[src/rtl/riscv_ctrl_pkg.sv]
// Shared encodings for the multicycle RV32I control path: opcodes, ALU codes,
// FSM states and datapath mux selects.
package riscv_ctrl_pkg;

   localparam int CTRL_STATE_W = 4;

   localparam logic [6:0] OP_LOAD   = 7'b0000011;
   localparam logic [6:0] OP_STORE  = 7'b0100011;
   localparam logic [6:0] OP_RTYPE  = 7'b0110011;
   localparam logic [6:0] OP_ITYPE  = 7'b0010011;
   localparam logic [6:0] OP_BRANCH = 7'b1100011;

   typedef enum logic [3:0] {
      ALU_AND = 4'b0000,
      ALU_OR  = 4'b0001,
      ALU_ADD = 4'b0010,
      ALU_XOR = 4'b0011,
      ALU_SUB = 4'b0110,
      ALU_SLT = 4'b0111
   } alu_ctrl_e;

   typedef enum logic [CTRL_STATE_W-1:0] {
      S_RESET, S_FETCH, S_DECODE, S_MEMADR, S_MEMREAD, S_MEMWB,
      S_MEMWRITE, S_EXECR, S_EXECI, S_ALUWB, S_BEQ, S_TRAP
   } state_e;

   typedef enum logic [1:0] {OPC_ADD, OPC_SUB, OPC_R, OPC_I} op_class_e;

   typedef enum logic {ADR_PC = 1'b0, ADR_ALUOUT = 1'b1} adr_src_e;
   typedef enum logic [1:0] {SRCA_PC = 2'b00, SRCA_OLDPC = 2'b01, SRCA_RS1 = 2'b10} src_a_e;
   typedef enum logic [1:0] {SRCB_RS2 = 2'b00, SRCB_IMM = 2'b01, SRCB_FOUR = 2'b10} src_b_e;
   typedef enum logic [1:0] {RES_ALUOUT = 2'b00, RES_MDR = 2'b01, RES_ALU = 2'b10} result_src_e;

   // funct3 values the ALU actually implements (no shifts, no SLTU)
   function automatic logic funct3_ok(input logic [2:0] f3);
      return f3 inside {3'b000, 3'b010, 3'b100, 3'b110, 3'b111};
   endfunction

endpackage

[src/rtl/alu_decoder.sv]
// Maps an operation class plus funct3/funct7b5 to an ALU control code and
// flags encodings the ALU cannot execute.
module alu_decoder
   import riscv_ctrl_pkg::*;
(
   input  op_class_e  op_class,
   input  logic [2:0] funct3,
   input  logic       funct7b5,
   output alu_ctrl_e  alu_control,
   output logic       legal
);

   always_comb begin
      alu_control = ALU_ADD;
      legal       = 1'b1;
      case (op_class)
         OPC_ADD: alu_control = ALU_ADD;
         OPC_SUB: alu_control = ALU_SUB;
         default: begin
            // bit 30 only selects SUB on R-type; on I-type it is an immediate bit we refuse
            legal = funct3_ok(funct3) && !(op_class == OPC_I && funct7b5);
            case (funct3)
               3'b000:  alu_control = (op_class == OPC_R && funct7b5) ? ALU_SUB : ALU_ADD;
               3'b010:  alu_control = ALU_SLT;
               3'b100:  alu_control = ALU_XOR;
               3'b110:  alu_control = ALU_OR;
               3'b111:  alu_control = ALU_AND;
               default: alu_control = ALU_ADD;
            endcase
         end
      endcase
   end

endmodule

[src/rtl/multicycle_controller.sv]
// Multicycle RV32I control FSM: sequences fetch/decode/execute/memory/writeback
// over a shared memory port and ALU, with a memory wait timeout and sticky traps.
module multicycle_controller
   import riscv_ctrl_pkg::*;
#(
   parameter int TIMEOUT_CYCLES = 16,
   parameter int STATE_W        = 4
) (
   input  logic               clk,
   input  logic               rst,
   input  logic [6:0]         opcode,
   input  logic [2:0]         funct3,
   input  logic               funct7b5,
   input  logic               zero,
   input  logic               mem_ready,
   output logic               pc_write,
   output logic               ir_write,
   output logic               reg_write,
   output logic               mem_read,
   output logic               mem_write,
   output logic               adr_src,
   output logic [1:0]         alu_src_a,
   output logic [1:0]         alu_src_b,
   output logic [1:0]         result_src,
   output logic [3:0]         alu_control,
   output logic               instr_done,
   output logic               illegal,
   output logic               bus_error,
   output logic [STATE_W-1:0] state
);

   localparam int WCNT_W = (TIMEOUT_CYCLES > 1) ? $clog2(TIMEOUT_CYCLES) : 1;
   localparam int TMAX   = (TIMEOUT_CYCLES > 0) ? TIMEOUT_CYCLES - 1 : 0;

   state_e            st, nxt;
   logic [WCNT_W-1:0] wcnt;
   logic              waiting, timeout;
   op_class_e         op_class;
   alu_ctrl_e         dec_alu;
   logic              dec_legal;

   assign state   = STATE_W'(st);
   assign waiting = (st == S_FETCH) || (st == S_MEMREAD) || (st == S_MEMWRITE);
   // wcnt counts earlier wait cycles, so this fires on the TIMEOUT_CYCLES-th one
   assign timeout = (TIMEOUT_CYCLES != 0) && waiting && !mem_ready &&
                    (wcnt == WCNT_W'(TMAX));

   always_comb begin
      if (st == S_BEQ)            op_class = OPC_SUB;
      else if (opcode == OP_RTYPE) op_class = OPC_R;
      else if (opcode == OP_ITYPE) op_class = OPC_I;
      else                         op_class = OPC_ADD;
   end

   alu_decoder u_alu_dec (
      .op_class    (op_class),
      .funct3      (funct3),
      .funct7b5    (funct7b5),
      .alu_control (dec_alu),
      .legal       (dec_legal)
   );

   always_ff @(posedge clk or posedge rst) begin
      if (rst) st <= S_RESET;
      else     st <= nxt;
   end

   always_comb begin
      nxt = st;
      case (st)
         S_RESET:    nxt = S_FETCH;
         S_FETCH:    if (mem_ready) nxt = S_DECODE; else if (timeout) nxt = S_TRAP;
         S_DECODE: begin
            case (opcode)
               OP_LOAD, OP_STORE: nxt = S_MEMADR;
               OP_RTYPE:          nxt = dec_legal ? S_EXECR : S_TRAP;
               OP_ITYPE:          nxt = dec_legal ? S_EXECI : S_TRAP;
               OP_BRANCH:         nxt = (funct3 == 3'b000) ? S_BEQ : S_TRAP;
               default:           nxt = S_TRAP;
            endcase
         end
         S_MEMADR:   nxt = (opcode == OP_LOAD) ? S_MEMREAD : S_MEMWRITE;
         S_MEMREAD:  if (mem_ready) nxt = S_MEMWB; else if (timeout) nxt = S_TRAP;
         S_MEMWB:    nxt = S_FETCH;
         S_MEMWRITE: if (mem_ready) nxt = S_FETCH; else if (timeout) nxt = S_TRAP;
         S_EXECR,
         S_EXECI:    nxt = S_ALUWB;
         S_ALUWB,
         S_BEQ:      nxt = S_FETCH;
         S_TRAP:     nxt = S_TRAP;
         default:    nxt = S_RESET;
      endcase
   end

   // leaving a state clears the counter, so every wait state starts from zero
   always_ff @(posedge clk or posedge rst) begin
      if (rst)                                              wcnt <= '0;
      else if (nxt != st)                                   wcnt <= '0;
      else if (waiting && !mem_ready && TIMEOUT_CYCLES != 0) wcnt <= wcnt + 1'b1;
   end

   always_ff @(posedge clk or posedge rst) begin
      if (rst) begin
         illegal   <= 1'b0;
         bus_error <= 1'b0;
      end else begin
         if (st == S_DECODE && nxt == S_TRAP) illegal   <= 1'b1;
         if (timeout)                         bus_error <= 1'b1;
      end
   end

   always_comb begin
      pc_write    = 1'b0;
      ir_write    = 1'b0;
      reg_write   = 1'b0;
      mem_read    = 1'b0;
      mem_write   = 1'b0;
      adr_src     = ADR_PC;
      alu_src_a   = SRCA_PC;
      alu_src_b   = SRCB_RS2;
      result_src  = RES_ALUOUT;
      alu_control = ALU_AND;
      instr_done  = 1'b0;
      case (st)
         S_FETCH: begin
            mem_read    = 1'b1;
            alu_src_b   = SRCB_FOUR;
            alu_control = ALU_ADD;
            result_src  = RES_ALU;
            ir_write    = mem_ready;
            pc_write    = mem_ready;
         end
         S_DECODE: begin
            alu_src_a   = SRCA_OLDPC;
            alu_src_b   = SRCB_IMM;
            alu_control = ALU_ADD;
         end
         S_MEMADR: begin
            alu_src_a   = SRCA_RS1;
            alu_src_b   = SRCB_IMM;
            alu_control = ALU_ADD;
         end
         S_MEMREAD: begin
            mem_read = 1'b1;
            adr_src  = ADR_ALUOUT;
         end
         S_MEMWB: begin
            reg_write  = 1'b1;
            result_src = RES_MDR;
            instr_done = 1'b1;
         end
         S_MEMWRITE: begin
            mem_write  = 1'b1;
            adr_src    = ADR_ALUOUT;
            instr_done = mem_ready;
         end
         S_EXECR: begin
            alu_src_a   = SRCA_RS1;
            alu_src_b   = SRCB_RS2;
            alu_control = dec_alu;
         end
         S_EXECI: begin
            alu_src_a   = SRCA_RS1;
            alu_src_b   = SRCB_IMM;
            alu_control = dec_alu;
         end
         S_ALUWB: begin
            reg_write  = 1'b1;
            result_src = RES_ALUOUT;
            instr_done = 1'b1;
         end
         S_BEQ: begin
            alu_src_a   = SRCA_RS1;
            alu_src_b   = SRCB_RS2;
            alu_control = dec_alu;
            result_src  = RES_ALUOUT;
            pc_write    = zero;
            instr_done  = 1'b1;
         end
         default: ;
      endcase
   end

endmodule

[config.mk]
export PLATFORM = sky130hd
export DESIGN_NAME = multicycle_controller
export DESIGN_NICKNAME = d
export VERILOG_FILES = /design/src/rtl/riscv_ctrl_pkg.sv /design/src/rtl/alu_decoder.sv /design/src/rtl/multicycle_controller.sv
export SDC_FILE = /design/constraint.sdc
export NUM_CORES = 1
export LEC_CHECK = 0
export BUFFER_PORTS_ARGS = -buffer_cell sky130_fd_sc_hd__clkbuf_2
export CORE_MARGIN = 2
export CORE_UTILIZATION = 49
export DETAILED_ROUTE_END_ITERATION = 16
export PLACE_DENSITY = 0.87
export SETUP_SLACK_MARGIN = 0.4
export SLEW_MARGIN = 20
export SYNTH_ARGS = -nofsm -noshare
export SYNTH_HDL_FRONTEND = slang
export SYNTH_HIERARCHICAL = 1
export SYNTH_SLANG_ARGS = --single-unit
[constraint.sdc]
create_clock -name clk -period 2.65 [get_ports clk]
set_clock_uncertainty 0.1 [all_clocks]
set_input_delay 0.3975 -clock clk [delete_from_list [all_inputs] [get_ports clk]]
set_output_delay 0.3975 -clock clk [all_outputs]
set_load 0.005 [all_outputs]
---- Yosys cells after proc, flatten, opt, wreduce, memory -nomap -nowiden ----
Index checks and enable logic that the tools add are counted.
cells by class
  add/sub/neg operators ................... 1
  eq/ne operators ......................... 26
  muxes and demuxes ....................... 30
  reduce and logical (&&, ||, !) cells .... 27
operator list
  kind                   number
  $pmux W4 S8            1
  $mux W4                7
  $eq A4 B4 Y1 const B   6
  $pmux W4 S5            1
  $eq A4 B3 Y1 const B   4
  $pmux W4 S2            2
  $pmux W4 S4            1
  $eq A7 B6 Y1 const B   2
  $pmux W2 S2            3
  $reduce_or A2 Y1       6
  $reduce_or A3 Y1       4
  $mux W2                5
  $eq A3 B3 Y1 const B   3
  $eq A4 B2 Y1 const B   2
  $reduce_or A4 Y1       2
  $eq A7 B2 Y1 const B   1
  $eq A7 B5 Y1 const B   1
  $eq A7 B7 Y1 const B   1
  $mux W1                7
  $logic_and A1 B1 Y1    6
  $reduce_bool A5 Y1     1
  $add A4 B1 Y4 const B  1
  $eq A2 B2 Y1 const B   2
  $eq A4 B1 Y1 const B   1
  11 further kinds       14
word-level totals
  bits in registers ....................... 10
  input bits .............................. 15
  output and inout bits ................... 23
  word-level logic and storage cells ...... 88

---- Longest topological paths before layout ----
Gate-level depths: netlist of run 1.
  word-level depth ........................ 14
  mapped depth ............................ 11
  mapped depth without buffers ............ 11

---- Hierarchy ----
The synthesis of run 1 kept the hierarchy.
modules (own cells, without submodules)
  module                 times used  cells an instance  area an instance (um2)  sequential area each (um2)
  multicycle_controller  1           138                977.2                   250.2
  alu_decoder            1           12                 71.3                    0.0

---- Worst setup path before layout of run 1 ----
Ideal clock, no wire load.
  path kind ............................... reg-to-reg
  start point ............................. reg st[2], in the netlist state[2]
  end point ............................... reg illegal
  library setup time ...................... 120 ps
  arrival ................................. 2,149 ps
  required time ........................... 2,430 ps
  setup slack ............................. 281 ps
  cell stages (with the launch flop) ...... 11
  buffers on the path ..................... 1
  period minus slack after synthesis ...... 2,369 ps
  path through ............................ dfrtp_1 -> clkbuf_1 -> nand2b_1 -> o22ai_1 -> a22o_1 -> nand2_1 -> nor4bb_1 -> a21oi_1 -> o21ai_0 -> nand3_1 -> a31o_2
on the way
  longest elaborated chain between the ends .. 12
  elaborated cells on any way between the ends .. 37
  classes of those cells .................. eq/ne (14); mux (10); reduce/logical (13)
RTL lines
  what                      line                          RTL
  start: declaration        multicycle_controller.sv:35   state_e st, nxt;
  start signal: assignment  multicycle_controller.sv:65   else st <= nxt;
  $eq A4 B4 Y1 *            multicycle_controller.sv:49   if (st == S_BEQ) op_class = OPC_SUB;
  $mux W2 *                 multicycle_controller.sv:49
  via op_class[0]           multicycle_controller.sv:38   op_class_e op_class;
  $eq A2 B2 Y1              alu_decoder.sv:21             legal = funct3_ok(funct3) && !(op_class == OPC_I && funct7b5);
  $logic_and A1 B1 Y1       alu_decoder.sv:21
  $logic_not A1 Y1          alu_decoder.sv:21
  $logic_and A1 B1 Y1       alu_decoder.sv:21
  $mux W1 *                 alu_decoder.sv:16             case (op_class)
  via dec_legal             multicycle_controller.sv:40   logic dec_legal;
  $mux W2 *                 multicycle_controller.sv:77   OP_ITYPE: nxt = dec_legal ? S_EXECI : S_TRAP;
  $pmux W4 S4 *             multicycle_controller.sv:74   case (opcode)
  $pmux W4 S8 *             multicycle_controller.sv:70   case (st)
  via nxt[0]                multicycle_controller.sv:35
  $eq A4 B4 Y1 *            multicycle_controller.sv:107  if (st == S_DECODE && nxt == S_TRAP) illegal <= 1'b1;
  $logic_and A1 B1 Y1 *     multicycle_controller.sv:107
  end signal: assignment    multicycle_controller.sv:104  illegal <= 1'b0;
  end signal: assignment    multicycle_controller.sv:107
  end: declaration          multicycle_controller.sv:27   output logic illegal,
The timed path passes the listed nets; every way through them passes the cells marked *.
A chain may end at the register's enable or synchronous reset.

---- Worst setup path after layout of run 1 ----
  start point ............................. reg st[0], in the netlist state[0]
  end point ............................... out instr_done
on the way
  longest elaborated chain between the ends .. 3
  elaborated cells on any way between the ends .. 6
  classes of those cells .................. eq/ne (4); mux (1); reduce/logical (1)
RTL lines
  what                                                 line                          RTL
  $eq A4 B4 Y1 / $eq A4 B3 Y1 (equally long branches)  multicycle_controller.sv:124  case (st)
  $reduce_or A3 Y1 (no line)                           --
  $pmux W1 S2 *                                        multicycle_controller.sv:124
  end: declaration                                     multicycle_controller.sv:26   output logic instr_done,
Mark *: on every way between the ends. The rest lies on a longest branch, timed or not.

==> results of run 1 <==
[final cells by class]
cell class	count	area [um2]	area share, %
Multi-Input combinational cell	124	841	57.6
Timing Repair Buffer	48	280	19.2
Sequential cell	10	250	17.1
Clock buffer	4	36.3	2.49
Tap cell	27	33.8	2.31
Inverter	5	18.8	1.29
[cells in the mapped netlist (2+ instances only)]
cell type | n | share of area (%)
nor2_1 | 25 | 8.9
a21oi_1 | 12 | 5.7
nand2_1 | 11 | 3.9
dfrtp_1 | 10 | 24
clkbuf_1 | 9 | 3.2
nor3_1 | 9 | 4.3
nand2b_1 | 6 | 3.6
o21ai_0 | 6 | 2.9
o22ai_1 | 6 | 3.6
nand3_1 | 5 | 2.4
and2_1 | 4 | 2.4
inv_1 | 4 | 1.4
a211o_1 | 3 | 2.5
a21o_1 | 3 | 2.1
a22oi_1 | 2 | 1.4
a31oi_1 | 2 | 1.2
and3_1 | 2 | 1.2
buf_4 | 2 | 1.4
nor4_1 | 2 | 1.2
nor4bb_1 | 2 | 1.9
o21bai_1 | 2 | 1.4
[sequential cells by signal (all words and copies together), names as in the netlist]
| register | flops |
|---|---|
| bus_error | 1 |
| illegal | 1 |
| state | 4 |
| wcnt | 4 |
[per-layer routing]
metal | part of all wire [%] | vias to the layer above
li1 | - | 633
met1 | 40 | 601
met2 | 49 | 80
met3 | 9.5 | 8
met4 | 1.8 | 0
met5 | 0 | -
[logic make-up (layout without fill, tap and decap cells)]
kind of cell             Yosys count  count (layout)  synth area share (%)
adder cells (fa/ha/maj)            1               1                  1.19
XOR/XNOR                           1               1                 0.835
AO/OA/AOI/OAI                     47              47                  30.4
flip-flops                        10              10                  23.9
other                              1               1                 0.358
AND/OR/NAND/NOR                   72              72                  34.8
multiplexers                       2               2                  2.03
buffers and inverters             16              57                  6.44
[what timing repair did]
item / in CTS / in global routing
setup buffers: 0 / 6
hold buffers: 1 / 0
gates resized for setup: 3 / 18
setup endpoints to repair: 9 / 8
endpoints found under the hold margin: 10 / 0
pin swaps: 0 / 10
[stage by stage]
stage	hold slack (ns)	instance area (um2)	setup slack [ns]	utilization [%]
floorplan	0.138	1060	0.442	-
global placement	0.267	1260	0.334	63.5
detailed placement	0.267	1260	0.245	63.5
CTS	0.377	1320	0.417	66.5
global route	0.406	1460	0.373	73.7
finish	0.368	1460	0.445	73.7
[worst max-delay path: cells and delay by family, from the launching register on]
kind,cells,cell delay [ns]
and+or+nand+nor,2,0.36
AOI/OAI and AO/OA,1,0.19
DFF,1,0.42
buffers and inverters,3,0.46
[power by group]
group	total [uW]	leakage, uW	switching, uW	internal, uW
Combinational	1020	0.000515	559	459
Sequential	243	0.000126	48.0	195
Clock	137	0.0000210	53.6	83.4
Total	1400	0.000662	661	737
[worst max-delay path by stage]
stage	cells past startpoint	slack, ns	endpoint
after detailed placement	12	0.24	wcnt[0]$_DFFE_PP0P_
after floorplan	11	0.44	wcnt[0]$_DFFE_PP0P_
after global routing	6	0.37	instr_done
final	6	0.44	instr_done
after global placement	12	0.33	wcnt[1]$_DFFE_PP0P_
after CTS	5	0.42	wcnt[3]$_DFFE_PP0P_
==> tab_implementation.tex, run 1 <==
\begin{tabular}{lr}
\hline
Metric & Value \\
\hline
\multicolumn{2}{l}{\textbf{Outcome}} \\
Result of the run & completed \\
\multicolumn{2}{l}{\textbf{Layout}} \\
Share of post-route cells with drive strength above 1 & 38.2\% \\
Commonest cells after routing, fill and taps aside & clkbuf\_2, nor2\_1, a21oi\_1 \\
Filler-free cell count of the finished design & 218 \\
Leading cell type in the layout, fill and taps excluded & clkbuf\_2 \\
Number of nets in the layout & 208 \\
Area delta synth->final & 39.3\% \\
Ant diodes & 0 \\
Count of filler cells inserted in the layout & 153 \\
\multicolumn{2}{l}{\textbf{Logic synthesis}} \\
Area of the mapped netlist & 0.00105 mm2 \\
Library cells used by synthesis & 44 \\
Flip-flop and latch count after synthesis & 10 \\
EDFF count, synth & 0 \\
Synthesized instance count & 150 \\
Syn avg cell area & 6.99 um2 \\
Register area share after synthesis & 23.9\% \\
Synthesized netlist net count & 166 \\
Count of yosys warnings during synthesis & 6 \\
Most instantiated flip-flop cell in the synthesis netlist & dfrtp\_1 \\
Async S/R FF share, synth & 100\% \\
\multicolumn{2}{l}{\textbf{Setup path}} \\
Path depth of the worst reg2reg path & 5 \\
Reg-to-Reg Start & state[0]\$\_DFF\_PP0\_ \\
Slowest Stage Delay on Critical Path & 0.42 ns \\
Highest fanout seen on the critical path & 13 \\
First element of the critical path & state[0]\$\_DFF\_PP0\_ \\
CP required & 2.15 ns \\
Type of the worst setup path & reg -> out \\
CP arrival & 1.71 ns \\
Worst reg2reg setup slack & 0.48 ns \\
Endpoint kind of the worst setup timing path & output pin \\
Critical-path cell with the highest stage delay & dfrtp\_1 \\
R2R Path End & wcnt[3]\$\_DFFE\_PP0P\_ \\
Critical path cell sequence & buf\_8 > buf\_4 > and2b\_1 > nor2\_1 > o22ai\_1 > clkbuf\_2 \\
Type of element launching the critical path & flip-flop \\
\multicolumn{2}{l}{\textbf{Global routing}} \\
Global-route wire length before repair & 4830 um \\
Initial antenna violation count & 0 \\
Number of global-route vias before repair & 1186 \\
Largest net degree at the start of global routing & 27 \\
Routing usage on met3 & 5.65\% \\
All-Layer GR Usage & 24.1\% \\
Overflow left after global routing & 0 \\
Met2 usage in global routing & 43.6\% \\
GR peak layer & met2 \\
Met1 track demand over resource in global routing & 27.1\% \\
\multicolumn{2}{l}{\textbf{Pwr}} \\
Cell Pwr Density & 957 mW/mm2 \\
Leakage component of the power & 0.000662 uW \\
Tot Pwr & 1400 uW \\
Worst vdd ir & 0.807 mV \\
\multicolumn{2}{l}{\textbf{Floorplanning}} \\
Number of rows in the core area & 16 \\
Floorplan Core Area & 0.00198 mm2 \\
Starting density of the core & 52.9\% \\
Die extent in y & 50.3 um \\
Die X-Extent & 50.3 um \\
Total Die Area & 0.00253 mm2 \\
IO Pins & 38 \\
\multicolumn{2}{l}{\textbf{Drt}} \\
Via total after detailed routing & 1322 \\
Wire length reported by the detailed router & 3230 um \\
Number of vias per cell after detailed routing & 6.06 \\
DRC violation total after the first TritonRoute iteration & 61 \\
Pre-antenna DRT Iters & 5 \\
Number of remaining DRC errors & 0 \\
Average detailed-routed wire length per instance & 14.8 um \\
Post-detailed-route count of antenna-violating nets & 0 \\
\multicolumn{2}{l}{\textbf{Hold path}} \\
Launch instance of the worst min-delay path & bus\_error\$\_DFFE\_PP0P\_ \\
Worst min-delay path class & reg -> reg \\
Cell depth of the worst min-delay path & 1 \\
Worst-case hold path end point & bus\_error\$\_DFFE\_PP0P\_ \\
\multicolumn{2}{l}{\textbf{Clock tree}} \\
Number of H-tree levels & 1 \\
CTS buffer count & 3 \\
Clock-pin slew on the worst setup and hold paths & 0.06 ns \\
Clock tree from TritonCTS & done \\
Clk sink count & 10 \\
Bufs on Longest Clock Path & 2 \\
Root cell of the clock tree & clkbuf\_4 \\
Clock Latency Late Sink & 0.27 ns \\
\multicolumn{2}{l}{\textbf{Job}} \\
Max-cap violation count & 0 \\
\multicolumn{2}{l}{\textbf{Placement}} \\
HPWL reported at the end of detailed placement & 2220 um \\
IO buf count & 36 \\
Cell count after placement & 207 \\
Final weighted congestion of routability-driven global placement & 0.948 \\
\multicolumn{2}{l}{\textbf{STA}} \\
Final sum of negative setup slack & 0 ns \\
Count of final hold-check violations & 0 \\
Max-slew violation count & 0 \\
Post-route clock period utilization & 83.2\% \\
Unrepaired setup endpoints after global routing & yes \\
Setup violators final & 0 \\
Highest clock rate & 0.453 GHz \\
Final Critical Period & 2.21 ns \\
\hline
\end{tabular}
Note: power is estimated with default switching activity, not from simulation.
==> run 2: changes to the inputs <==
Settings changed: ABC_AREA from default to 1.
Clock period 2.65 ns to 2.1 ns, I/O delays scaled along.
==> run 2 against run 1 <==
Against the previous run:
- the run now ends with negative setup slack left
- sequential share of layout area fell by 2.7 points
- synthesized area up 0.84%
- die area grew 0.76%
- critical path depth rose by 8
- sequential power is 30% higher
- register-to-register slack lost 0.58 ns
- clock power is 14% higher
- synthesized cell count is 20% higher
- non-clock buffer count grew 19
- count of clock-buffer cells in the layout stayed put
- worst setup slack worse by 0.55 ns
- sequential cell count unchanged
==> tab_implementation.tex, run 2 <==
\begin{tabular}{lr}
\hline
Metric & Value \\
\hline
\multicolumn{2}{l}{\textbf{Outcome}} \\
Result of the run & complete, but fails checks \\
Violations in the final reports & negative setup slack \\
\multicolumn{2}{l}{\textbf{Logic synthesis}} \\
Cell type with the highest aggregate area in the netlist & dfrtp\_1 \\
Async S/R FF share, synth & 100\% \\
Most instantiated flip-flop cell in the synthesis netlist & dfrtp\_1 \\
Count of yosys warnings during synthesis & 6 \\
Library cells used by synthesis & 24 \\
Register area share after synthesis & 23.7\% \\
Area of the mapped netlist & 0.00106 mm2 \\
Flip-flop and latch count after synthesis & 10 \\
EDFF count, synth & 0 \\
Synthesized netlist net count & 196 \\
Syn avg cell area & 5.87 um2 \\
Commonest cells post-synth & nand2\_1, inv\_1, nor2\_1, nand3\_1, dfrtp\_1 \\
Largest cells by area after synthesis & dfrtp\_1, nand2\_1, inv\_1 \\
Synthesized instance count & 180 \\
Leading cell type by number of instances after synthesis & nand2\_1 \\
Yosys top cell area share & 23.7\% \\
\multicolumn{2}{l}{\textbf{Placement}} \\
Cell count after placement & 245 \\
IO buf count & 36 \\
HPWL reported at the end of detailed placement & 2110 um \\
Placement-stage worst setup slack & 0.0713 ns \\
Final weighted congestion of routability-driven global placement & 0.861 \\
\multicolumn{2}{l}{\textbf{Floorplanning}} \\
Floorplan Core Area & 0.00200 mm2 \\
Starting density of the core & 52.8\% \\
Die X-Extent & 50.5 um \\
Total Die Area & 0.00255 mm2 \\
Die extent in y & 50.5 um \\
IO Pins & 38 \\
Number of rows in the core area & 16 \\
\multicolumn{2}{l}{\textbf{Hold path}} \\
Worst min-delay path class & in -> reg \\
\multicolumn{2}{l}{\textbf{STA}} \\
Post-route clock period utilization & 105\% \\
Max-slew violation count & 0 \\
Hold\_ws & 0.356 ns \\
Worst Setup Slack, final & -0.102 ns \\
Highest clock rate & 0.454 GHz \\
Final Critical Period & 2.20 ns \\
Unrepaired setup endpoints after global routing & yes \\
Setup violators final & 6 \\
Count of final hold-check violations & 0 \\
\multicolumn{2}{l}{\textbf{Clock tree}} \\
Bufs on Longest Clock Path & 2 \\
Clk sink count & 10 \\
CTS buffer count & 3 \\
Clock Latency Late Sink & 0.29 ns \\
Root cell of the clock tree & clkbuf\_4 \\
Number of H-tree levels & 1 \\
Clock tree from TritonCTS & done \\
Clock-pin slew on the worst setup and hold paths & 0.07 ns \\
\multicolumn{2}{l}{\textbf{Drt}} \\
Pre-antenna DRT Iters & 5 \\
Via total after detailed routing & 1579 \\
DRC violation total after the first TritonRoute iteration & 100 \\
Number of vias per cell after detailed routing & 5.72 \\
Number of remaining DRC errors & 0 \\
Post-detailed-route count of antenna-violating nets & 0 \\
Wire length reported by the detailed router & 4850 um \\
Average detailed-routed wire length per instance & 17.6 um \\
\multicolumn{2}{l}{\textbf{Global routing}} \\
Initial antenna violation count & 0 \\
Global-route wire length before repair & 5850 um \\
All-Layer GR Usage & 30.6\% \\
Largest net degree at the start of global routing & 11 \\
Number of global-route vias before repair & 1333 \\
Overflow left after global routing & 0 \\
\multicolumn{2}{l}{\textbf{Setup path}} \\
CP arrival & 2.30 ns \\
Highest fanout seen on the critical path & 6 \\
CP required & 2.19 ns \\
Endpoint kind of the worst setup timing path & flip-flop \\
Type of the worst setup path & reg -> reg \\
Type of element launching the critical path & flip-flop \\
\multicolumn{2}{l}{\textbf{Pwr}} \\
Internal portion of total power & 1090 uW \\
Relative contribution of sequential cells to total power & 12.9\% \\
Clock network power share & 6.4\% \\
Switching power as a share of total power & 55.5\% \\
Worst vdd ir & 0.945 mV \\
Cell Pwr Density & 1390 mW/mm2 \\
Switch Pwr & 1360 uW \\
Leakage component of the power & 0.00102 uW \\
Part of the total power dissipated in combinational logic & 80.7\% \\
\multicolumn{2}{l}{\textbf{Layout}} \\
Filler-free cell count of the finished design & 276 \\
Number of nets in the layout & 266 \\
Leading cell type in the layout, fill and taps excluded & nand2\_1 \\
Final cell utilization of the core & 87.7\% \\
Commonest cells after routing, fill and taps aside & nand2\_1, clkbuf\_2, buf\_4 \\
Ant diodes & 0 \\
Area delta synth->final & 66.0\% \\
Share of post-route cells with drive strength above 1 & 57.0\% \\
\multicolumn{2}{l}{\textbf{Job}} \\
Max-cap violation count & 0 \\
\hline
\end{tabular}
==> run 2: worst paths after layout <==
check,start,end,cells after the start,slack (ns)
worst max-delay path,state[2]$_DFF_PP0_,wcnt[1]$_DFFE_PP0P_,14,-0.10
worst min-delay path,opcode[4],state[2]$_DFF_PP0_,5,0.36
worst max register to register,state[2]$_DFF_PP0_,wcnt[1]$_DFFE_PP0P_,14,-0.10
worst min register to register,bus_error$_DFFE_PP0P_,bus_error$_DFFE_PP0P_,2,0.37
max in group asynchronous,rst,state[2]$_DFF_PP0_,3,1.08
min in group asynchronous,rst,bus_error$_DFFE_PP0P_,3,0.50
==> run 2: power by group through the flow <==
stage	clock network (uW)	registers, uW	logic, uW
2_1_floorplan	0	301	830
3_3_place_gp	0	305	1160
3_5_place_dp	0	307	1160
4_1_cts	143	299	1500
5_1_grt	167	317	2060
6_report	156	316	1970
==> run 2: logic make-up (layout without fill, tap and decap cells) <==
logic type                 count (synthesis)  after routing  synth area share (%)
xor gates and xnor gates                   3              3                  2.49
other                                      1              1                 0.355
DFF                                       10             10                  23.7
and+or+nand+nor                          114            114                  51.0
AOI/OAI and AO/OA                         12             12                  6.04
adders and majority gates                  1              1                  1.18
buffers and inverters                     38            107                  14.2
muxes                                      1              1                  1.07
==> run 2: layout make-up <==
class / count / area [um2]
repair buffers: 67 / 434
fillers: 98 / 246
flip-flops and latches: 10 / 253
multi-input cells: 132 / 866
inverters: 36 / 143
clock buffers: 4 / 26.3
well taps: 27 / 33.8
==> run 2: what timing repair did <==
item | CTS | global route
endpoints found under the hold margin | 10 | 0
setup buffers | 16 | 10
pin swaps | 10 | 6
gates resized for setup | 28 | 34
setup endpoints to repair | 20 | 25
cloned | 0 | 0
hold buffers | 1 | 0
==> run 2: metrics by stage <==
step | cell area [um2] | setup TNS [ns] | total power [uW]
after floorplan | 1100 | 0 | 1130
after CTS | 1570 | 0 | 1940
final | 1760 | -0.403 | 2440
after global routing | 1760 | -0.866 | 2540
after global placement | 1320 | 0 | 1460
after detailed placement | 1320 | 0 | 1470
==> run 2: critical path, cell delays in order (launching register included) <==
cell,delay [ns]
dfrtp_2,0.43
buf_4,0.13
buf_6,0.11
inv_2,0.06
nor2_4,0.24
nand3_2,0.15
nand3_4,0.13
nand2_4,0.10
nand2_2,0.07
nand2_2,0.06
nand2_2,0.10
nand2_1,0.10
nand2_2,0.11
nand2_4,0.08
nor3_2,0.13
==> run 2: routing by layer <==
metal / global-route usage, % / share of wire [%] / up-vias
li1: - / - / 683
met4: 14.4 / 7.1 / 0
met1: 39.4 / 36 / 706
met5: 0 / 0 / -
met3: 6.55 / 11 / 43
met2: 48.7 / 46 / 147
==> run 3: changes to the inputs <==
Settings changed: CORE_UTILIZATION 49 to 48, PLACE_DENSITY 0.87 to 0.86, SYNTH_HIERARCHICAL 1 to default.
==> run 3 against run 2 <==
Against the previous run:
- the run now ends clean
- design area shrank 10%
- die area fell by 3.0%
- sequential power rose by 9.2%
- via count decreased by 14%
- register-to-register slack better by 0.18 ns
- count of clock-buffer cells in the layout fell by 1
- critical path type unchanged
- largest cell class unchanged
- largest power group unchanged
- highest routed layer unchanged
==> tab_implementation.tex, run 3 <==
\begin{tabular}{lr}
\hline
Metric & Value \\
\hline
\multicolumn{2}{l}{\textbf{Layout}} \\
Ant diodes & 0 \\
Sequential cell area & 255 um2 \\
Total area of multi-input combinational cells & 786 um2 \\
Post-route cell area & 0.00158 mm2 \\
Leading cell type in the layout, fill and taps excluded & clkbuf\_2 \\
Commonest cells after routing, fill and taps aside & clkbuf\_2, nand2\_1, inv\_1, buf\_4, nor2\_2 \\
Share of post-route cells with drive strength above 1 & 55.8\% \\
Area delta synth->final & 57.2\% \\
Number of nets in the layout & 235 \\
Count of filler cells inserted in the layout & 145 \\
Final cell utilization of the core & 80.3\% \\
Filler-free cell count of the finished design & 244 \\
\multicolumn{2}{l}{\textbf{STA}} \\
Max-slew violation count & 0 \\
Count of final hold-check violations & 0 \\
Unrepaired setup endpoints after global routing & yes \\
Highest clock rate & 0.495 GHz \\
Setup violators final & 0 \\
Final Critical Period & 2.02 ns \\
Post-route clock period utilization & 96.2\% \\
Hold\_ws & 0.384 ns \\
\multicolumn{2}{l}{\textbf{Floorplanning}} \\
Starting density of the core & 51.1\% \\
Die X-Extent & 49.7 um \\
Number of rows in the core area & 16 \\
IO Pins & 38 \\
Total Die Area & 0.00247 mm2 \\
Floorplan Core Area & 0.00196 mm2 \\
Die extent in y & 49.7 um \\
\multicolumn{2}{l}{\textbf{Logic synthesis}} \\
Yosys top cell area share & 25.0\% \\
Share of the synthesized area in compound gates (AO/OA/AOI/OAI) & 8.24\% \\
Count of yosys warnings during synthesis & 0 \\
Most instantiated flip-flop cell in the synthesis netlist & dfrtp\_1 \\
Cell type with the highest aggregate area in the netlist & dfrtp\_1 \\
Leading cell type by number of instances after synthesis & nand2\_1 \\
Area of the mapped netlist & 0.00100 mm2 \\
Synthesized netlist net count & 173 \\
Commonest cells post-synth & nand2\_1, inv\_1, nor2\_1, nand3\_1, nor2\_2 \\
Largest cells by area after synthesis & dfrtp\_1, nand2\_1, inv\_1 \\
Async S/R FF share, synth & 100\% \\
Simple-gate share of the synthesized area & 51.1\% \\
Register area share after synthesis & 25.0\% \\
Combinational family with the most area after synthesis & simple AND/OR/NAND/NOR gates \\
EDFF count, synth & 0 \\
Library cells used by synthesis & 29 \\
Multiplexer share of the synthesized area & 0.999\% \\
Adder-Cell Fraction of Synth Area & 1.25\% \\
Share of the synthesized netlist area taken by xor and xnor gates & 2.62\% \\
Syn avg cell area & 6.38 um2 \\
Flip-flop and latch count after synthesis & 10 \\
Synthesized instance count & 157 \\
\multicolumn{2}{l}{\textbf{Clock tree}} \\
Number of H-tree levels & 1 \\
Clock Latency Late Sink & 0.26 ns \\
Bufs on Longest Clock Path & 2 \\
CTS buffer count & 3 \\
Clock-pin slew on the worst setup and hold paths & 0.06 ns \\
Clk sink count & 10 \\
Clock tree from TritonCTS & done \\
Root cell of the clock tree & clkbuf\_4 \\
\multicolumn{2}{l}{\textbf{Setup path}} \\
Endpoint kind of the worst setup timing path & flip-flop \\
Type of the worst setup path & reg -> reg \\
CP required & 2.15 ns \\
Type of element launching the critical path & flip-flop \\
CP arrival & 2.07 ns \\
Highest fanout seen on the critical path & 4 \\
\multicolumn{2}{l}{\textbf{Global routing}} \\
Number of global-route vias before repair & 1210 \\
GR peak layer & met2 \\
Overflow left after global routing & 0 \\
Global-route wire length before repair & 5140 um \\
All-Layer GR Usage & 26.8\% \\
Met1 track demand over resource in global routing & 33.3\% \\
Routing usage on met3 & 1.52\% \\
Initial antenna violation count & 0 \\
Met2 usage in global routing & 47.3\% \\
Largest net degree at the start of global routing & 11 \\
\multicolumn{2}{l}{\textbf{Drt}} \\
Number of vias per cell after detailed routing & 5.59 \\
Via total after detailed routing & 1363 \\
DRC violation total after the first TritonRoute iteration & 53 \\
Average detailed-routed wire length per instance & 15.9 um \\
Post-detailed-route count of antenna-violating nets & 0 \\
Pre-antenna DRT Iters & 4 \\
Wire length reported by the detailed router & 3880 um \\
Number of remaining DRC errors & 0 \\
\multicolumn{2}{l}{\textbf{Job}} \\
Max-cap violation count & 0 \\
\multicolumn{2}{l}{\textbf{Pwr}} \\
Leakage component of the power & 0.000872 uW \\
Tot Pwr & 2100 uW \\
Cell Pwr Density & 1330 mW/mm2 \\
Worst vdd ir & 0.913 mV \\
\multicolumn{2}{l}{\textbf{Hold path}} \\
Worst min-delay path class & reg -> reg \\
\multicolumn{2}{l}{\textbf{Placement}} \\
IO buf count & 36 \\
Cell count after placement & 219 \\
HPWL reported at the end of detailed placement & 2080 um \\
Area post-placement & 0.00121 mm2 \\
Final weighted congestion of routability-driven global placement & 0.957 \\
\multicolumn{2}{l}{\textbf{Outcome}} \\
Result of the run & completed \\
\hline
\end{tabular}
-- run 3: cell type report --
class	count	share of cell area, %
clock buffers	3	1.43
inverters	26	6.83
multi-input cells	120	49.9
flip-flops and latches	10	16.2
well taps	27	2.14
repair buffers	58	23.5
-- run 3: worst paths after layout --
check	from	to	slack (ns)	cells past startpoint
worst min-delay path	bus_error$_DFFE_PP0P_	bus_error$_DFFE_PP0P_	0.38	2
min in group asynchronous	rst	wcnt[1]$_DFFE_PP0P_	0.44	3
worst max-delay path	state[3]$_DFF_PP0_	wcnt[2]$_DFFE_PP0P_	0.08	14
worst min register to register	bus_error$_DFFE_PP0P_	bus_error$_DFFE_PP0P_	0.38	2
max in group asynchronous	rst	state[3]$_DFF_PP0_	1.17	3
worst max register to register	state[3]$_DFF_PP0_	wcnt[2]$_DFFE_PP0P_	0.08	14
-- run 3: per-stage QoR --
stage	setup TNS, ns	setup WS, ns
after floorplan	0	0.429
after global placement	0	0.249
after detailed placement	0	0.184
after CTS	0	0.130
after global routing	-0.184	-0.0549
final	0	0.0806
-- run 3: where the power goes --
part           switching, uW  internal [uW]
logic                    945            687
registers               94.1            251
clock network           60.2           66.0
total                   1100           1000
-- run 3: cells by family after synthesis --
| group | after synthesis |
|---|---|
| buffers and inverters | 27 |
| xor gates and xnor gates | 3 |
| other | 1 |
| and+or+nand+nor | 101 |
| adders and majority gates | 1 |
| AOI/OAI and AO/OA | 13 |
| muxes | 1 |
| DFF | 10 |
-- run 3: per-layer routing --
| metal | wire length [um] | share of wire, % |
|---|---|---|
| met5 | 0 | 0 |
| met4 | 178 | 4.6 |
| met3 | 280 | 7.2 |
| met2 | 1970 | 51 |
| met1 | 1450 | 37 |
-- run 3: what timing repair did --
item                                    CTS  global route
buffers inserted                         12             9
resized for setup                        31            25
endpoints found under the setup margin   19            21
hold endpoints to repair                 10             0
pin swaps                                11            11
hold buffers                              1             0
-- run 3: worst max-delay path: stages (launching register included) --
cell,delay [ns]
dfrtp_2,0.46
buf_6,0.15
nor2_4,0.11
buf_6,0.14
nand3_4,0.10
nand3_4,0.13
nand2_4,0.08
nand2_2,0.08
nand2_2,0.07
nand2_2,0.11
nand3_1,0.08
nand2_1,0.12
nor2_2,0.06
nand2_4,0.08
nor2_2,0.04
